$ cat config.mk
export PLATFORM = sky130hd
export DESIGN_NAME = dkong3_obj_dma
export DESIGN_NICKNAME = d
export VERILOG_FILES = /design/src/rtl/dkong3_obj_dma.sv
export SDC_FILE = /design/constraint.sdc
export NUM_CORES = 1
export LEC_CHECK = 0
export ABC_CLOCK_PERIOD_IN_PS = 1940
export BUFFER_PORTS_ARGS = -buffer_cell sky130_fd_sc_hd__buf_2
export CORE_MARGIN = 2
export CORE_UTILIZATION = 23
export CTS_BUF_LIST = sky130_fd_sc_hd__clkbuf_4
export CTS_CLUSTER_DIAMETER = 50
export DETAILED_ROUTE_END_ITERATION = 7
export PLACE_DENSITY = 0.46
export SYNTH_ARGS = -nofsm -noshare
export SYNTH_HDL_FRONTEND = slang
export SYNTH_SLANG_ARGS = --single-unit
$ cat constraint.sdc
create_clock -name I_CLK_24M -period 1.94 [get_ports I_CLK_24M]
set_clock_uncertainty 0.05 [all_clocks]
set_input_delay 0.097 -clock I_CLK_24M [delete_from_list [all_inputs] [get_ports I_CLK_24M]]
set_output_delay 0.097 -clock I_CLK_24M [all_outputs]
set_load 0.05 [all_outputs]
$ cat src/rtl/dkong3_obj_dma.sv
// rtl/dkong3_obj_dma.sv - object-RAM DMA: copies a CPU-memory block into object RAM, one byte per slot
module dkong3_obj_dma #(
    parameter logic [9:0] DST_BASE    = 10'h000,
    parameter logic [7:0] REQ_TIMEOUT = 8'd255
) (
    input  logic        I_CLK_24M,
    input  logic        RST_4L,
    input  logic        I_SLOT_CE,
    input  logic        I_START,
    input  logic [15:0] I_SRC_BASE,
    input  logic [9:0]  I_LEN,
    input  logic        I_BUSAK_n,
    output logic        O_BUSRQ_n,
    output logic [15:0] O_SRC_A,
    output logic        O_SRC_RD_n,
    input  logic [7:0]  I_SRC_D,
    output logic [9:0]  O_OBJ_DMA_A,
    output logic [7:0]  O_OBJ_DMA_D,
    output logic        O_OBJ_DMA_CE,
    output logic        O_BUSY,
    output logic        O_DONE,
    output logic        O_ABORT
);

    typedef enum logic [2:0] {
        S_IDLE, S_REQ, S_READ, S_WRITE, S_RELEASE, S_FIN
    } state_t;

    state_t      state_q, state_d;
    logic [15:0] src_q, src_d;
    logic [9:0]  dst_q, dst_d;
    logic [9:0]  rem_q, rem_d;
    logic [7:0]  wait_q, wait_d;
    logic [7:0]  wait_inc;
    logic        stop_q, stop_d;

    logic        busrq_n_q, busrq_n_d;
    logic        rd_n_q, rd_n_d;
    logic [7:0]  dma_d_q, dma_d_d;
    logic        ce_q, ce_d;
    logic        busy_q, busy_d;
    logic        done_q, done_d;
    logic        abort_q, abort_d;

    assign wait_inc = wait_q + 8'd1;

    // State, counters and registered outputs; every output is a flop
    always_ff @(posedge I_CLK_24M or negedge RST_4L) begin
        if (!RST_4L) begin
            state_q   <= S_IDLE;
            src_q     <= '0;
            dst_q     <= '0;
            rem_q     <= '0;
            wait_q    <= '0;
            stop_q    <= 1'b0;
            busrq_n_q <= 1'b1;
            rd_n_q    <= 1'b1;
            dma_d_q   <= '0;
            ce_q      <= 1'b0;
            busy_q    <= 1'b0;
            done_q    <= 1'b0;
            abort_q   <= 1'b0;
        end else begin
            state_q   <= state_d;
            src_q     <= src_d;
            dst_q     <= dst_d;
            rem_q     <= rem_d;
            wait_q    <= wait_d;
            stop_q    <= stop_d;
            busrq_n_q <= busrq_n_d;
            rd_n_q    <= rd_n_d;
            dma_d_q   <= dma_d_d;
            ce_q      <= ce_d;
            busy_q    <= busy_d;
            done_q    <= done_d;
            abort_q   <= abort_d;
        end
    end

    // Next state plus counter updates; stop_q remembers a bus loss during READ/WRITE
    always_comb begin
        state_d = state_q;
        src_d   = src_q;
        dst_d   = dst_q;
        rem_d   = rem_q;
        wait_d  = wait_q;
        stop_d  = stop_q;
        case (state_q)
            S_IDLE: begin
                if (I_START) begin
                    if (I_LEN != 10'd0) begin
                        state_d = S_REQ;
                        src_d   = I_SRC_BASE;
                        dst_d   = DST_BASE;
                        rem_d   = I_LEN;
                        wait_d  = 8'd0;
                        stop_d  = 1'b0;
                    end else begin
                        state_d = S_FIN;
                    end
                end
            end
            S_REQ: begin
                if (I_SLOT_CE) begin
                    if (!I_BUSAK_n) begin
                        state_d = S_READ;
                    end else begin
                        wait_d = wait_inc;
                        if (wait_inc == REQ_TIMEOUT) begin
                            state_d = S_RELEASE;
                        end
                    end
                end
            end
            S_READ: begin
                if (I_BUSAK_n) begin
                    stop_d = 1'b1;
                end
                if (I_SLOT_CE) begin
                    state_d = S_WRITE;
                end
            end
            S_WRITE: begin
                src_d = src_q + 16'd1;
                dst_d = dst_q + 10'd1;
                rem_d = rem_q - 10'd1;
                if (I_BUSAK_n) begin
                    stop_d = 1'b1;
                end
                if ((rem_q > 10'd1) && !stop_q && !I_BUSAK_n) begin
                    state_d = S_READ;
                end else begin
                    state_d = S_RELEASE;
                end
            end
            S_RELEASE: begin
                if (I_BUSAK_n) begin
                    state_d = S_FIN;
                end
            end
            S_FIN: begin
                state_d = S_IDLE;
            end
            default: begin
                state_d = S_IDLE;
            end
        endcase
    end

    // Output next values derived from the next state so each flop lines up with its state
    always_comb begin
        busrq_n_d = !((state_d == S_REQ) || (state_d == S_READ) || (state_d == S_WRITE));
        rd_n_d    = (state_d != S_READ);
        ce_d      = (state_d == S_WRITE);
        busy_d    = (state_d != S_IDLE);
        done_d    = (state_d == S_FIN);
        abort_d   = (state_q == S_REQ) && (state_d == S_RELEASE);
        dma_d_d   = dma_d_q;
        if ((state_q == S_READ) && I_SLOT_CE) begin
            dma_d_d = I_SRC_D;
        end
    end

    assign O_BUSRQ_n    = busrq_n_q;
    assign O_SRC_A      = src_q;
    assign O_SRC_RD_n   = rd_n_q;
    assign O_OBJ_DMA_A  = dst_q;
    assign O_OBJ_DMA_D  = dma_d_q;
    assign O_OBJ_DMA_CE = ce_q;
    assign O_BUSY       = busy_q;
    assign O_DONE       = done_q;
    assign O_ABORT      = abort_q;

endmodule

==> results.yml <==
outcome:
  status: "complete, but fails checks"
  violations: "setup timing"
global_routing:
  grt_pass1_wl_um: 15000
  grt_use_total_pct: 13.1
  grt_pass1_vias: 3129
  grt-ovfl-total: 0
  grt_max_degree: 63
  grt_antenna_before_repair: 0
hold_path:
  hold_class: "in2reg"
power_and_ir_drop:
  p_int_uw: 3570
  leakagePower_uw: 0.00213
  p_switching_uw: 3370
  comb_power_share_pct: 56.8
  pwr-share-clk_pct: 11.1
  swShare_pct: 48.6
  vdd_ir_drop_max_mv: 0.719
  power.density_mw_per_mm2: 1440
  finalPower_uw: 6940
  p_seq_share_pct: 32.2
setup_path:
  criticalPathCategory: "reg2reg"
  end_kind: "flop"
  crit_path_start_kind: "flop"
  crit_path_max_fanout: 2
  cp_data_arrival_time_ns: 2.26
  cp.required_ns: 2.23
final_layout:
  n_antenna_cell: 0
  syn2layout_area_growth_pct: 51.6
  drive_above_1_share_pct: 38.1
  fin_nets: 541
sta:
  fin_ws_ns: -0.0286
  worstMarginPinSlew_ns: 0.438
  final-setup-viol-count: 2
  grt_setup_unrepaired: "yes"
  period_minus_slack_ns: 1.97
  max_freq_mhz: 508
  relSlewSlack_pct: 70.6
  slew_viol_final: 0
  hold_viol: 0
  fin_crit_sh_pct: 101
clocking:
  cts_tree: "yes"
  cts_htree_levels: 3
  clk_latency_ns: 0.44
  path_clk_slew_ns: 0.09
  clock_path_buffers: 2
  clk_root_buffer_cell: "clkbuf_4"
  cts.sinks: 62
  cts_buffers: 9
floorplanning:
  die_area_mm2: 0.0148
  pin_count: 79
  fp-row-count: 42
  start_util_pct: 23.8
  die_w_um: 122
  die_h_um: 122
  fp.coreArea_mm2: 0.0133
drt:
  postRouteAntennaNets: 0
  initialDrtViolationCount: 105
  routed_via_density: 4.66
  dr.pass1.iters: 4
  drt_wl_total_um: 9240
  via_count: 3154
  wl_per_cell_um: 13.6
  drc_errors: 0
logic_synthesis:
  syn_inst: 334
  synth_commonest_cells: "dfrtp_1, nand2_1, nor2_1, o21ai_0, nand3_1"
  synth_top_area_share_pct: 47.3
  yosysTopAreaCell: "dfrtp_1"
  synth_warnings: 0
  synth.distinct_cells: 55
  ys.flop_type: "dfrtp_1"
  netlist_area_mm2: 0.00318
  syn_avg_cell_area_um2: 9.51
  ys_seq_elements: 62
  synth_edf_count: 0
  async_reset_ff_share_pct: 100
  ys_top_cells_by_area: "dfrtp_1, o21ai_0, nand2_1"
  yosysMostFrequentCell: "dfrtp_1"
  synth_seq_area_share_pct: 48.9
  syn-num-nets: 379
place:
  hpwl_um: 6610
  post-place-ws_ns: -0.118
  portBuffers: 78
  gp_congestion: 0.741
run:
  drv_cap: 0
power by group through the flow:
stage | logic, uW | clock network [uW] | registers, uW
3_3_place_gp | 3560 | 0 | 2210
5_1_grt | 4280 | 868 | 2310
6_report | 3940 | 767 | 2230
4_1_cts | 3740 | 797 | 2210
2_1_floorplan | 1380 | 0 | 3190
3_5_place_dp | 3590 | 0 | 2210
final timing paths:
kind,from,endpoint,slack [ns],cells past startpoint
max,rem_q[3],rem_q[9],-0.03,5
min,I_START,O_OBJ_DMA_A[3],0.05,4
max reg2reg,rem_q[3],rem_q[9],-0.03,5
min reg2reg,O_OBJ_DMA_D[0],O_OBJ_DMA_D[0],0.46,1
max in group asynchronous,RST_4L,O_BUSRQ_n,1.38,3
min in group asynchronous,RST_4L,O_OBJ_DMA_A[5],0.16,3
logic make-up after synthesis:
group	Yosys count	share of synthesized area (%)
xor gates and xnor gates	6	1.65
AOI/OAI and AO/OA	90	19.6
buffers and inverters	26	3.31
and+or+nand+nor	135	21.0
muxes	9	3.15
DFF	62	48.9
adders and majority gates	6	2.36
timing repair:
action / 4_1_cts / 5_1_grt
pin swaps: 9 / 13
hold buffers: 36 / 0
buffers inserted: 2 / 4
setup endpoints to repair: 8 / 25
endpoints found under the hold margin: 97 / 0
resized for setup: 14 / 31
flip-flops by register name (all words and copies together), names as in the netlist:
register,flops
O_OBJ_DMA_CE,1
O_ABORT,1
O_OBJ_DMA_A,10
O_SRC_RD_n,1
state_q,3
O_BUSRQ_n,1
wait_q,8
O_SRC_A,16
O_BUSY,1
stop_q,1
O_DONE,1
O_OBJ_DMA_D,8
rem_q,10
per-layer routing:
metal	share of wire [%]	global-route usage, %
met5	0	0
met2	47	21.4
met3	4.1	3.62
met1	47	16.4
met4	2.0	5.46
metrics by stage:
stage / hold slack, ns / util, % / cells / area, um^2 / TNS (ns)
detailed placement: 0.0948 / 30.8 / 619 / 4110 / -0.303
floorplan: -0.249 / - / 334 / 3200 / -0.0577
global placement: 0.0987 / 30.8 / 619 / 4110 / -0.139
finish: 0.0481 / 36.1 / 677 / 4810 / -0.0373
CTS: 0.0469 / 34.9 / 673 / 4660 / -0.102
global route: 0.0442 / 36.1 / 677 / 4810 / -0.352
cell type report:
| class | count | area, um^2 |
|---|---|---|
| Inverter | 13 | 48.8 |
| Multi-Input combinational cell | 246 | 1700 |
| Sequential cell | 62 | 1560 |
| Fill cell | 1402 | 8530 |
| Clock buffer | 12 | 90.1 |
| Clock inverter | 4 | 16.3 |
| Tap cell | 176 | 220 |
| Timing Repair Buffer | 164 | 1180 |
cells in the final DEF, fill, tap and decap left out, drive strengths merged, types with 3 or more instances in the layout:
master / netlist / final
nor3: 8 / 8
and3: 4 / 4
inv: 13 / 13
a211oi: 4 / 4
nand4: 4 / 4
buf: 6 / 128
nand3: 24 / 24
dfrtp: 60 / 60
nor2b: 3 / 3
or3: 3 / 3
dlygate4sd3: 0 / 36
clkinv: 0 / 4
a21oi: 13 / 13
o31ai: 3 / 3
o22ai: 4 / 4
o211ai: 7 / 7
ha: 6 / 6
nor2: 32 / 32
mux2: 8 / 8
o21ai: 28 / 28
o41ai: 3 / 3
clkbuf: 7 / 12
nor4: 6 / 6
xor2: 5 / 5
a31oi: 4 / 4
nand2: 37 / 37
a311oi: 6 / 6
critical path, cell delays in order (launching register included):
cell      delay, ns
dfrtp_1        0.39
or4_4          0.54
or4_4          0.44
o31ai_2        0.18
a21oi_1        0.09
a311oi_1       0.20
Note: power is estimated with default switching activity, not from simulation.
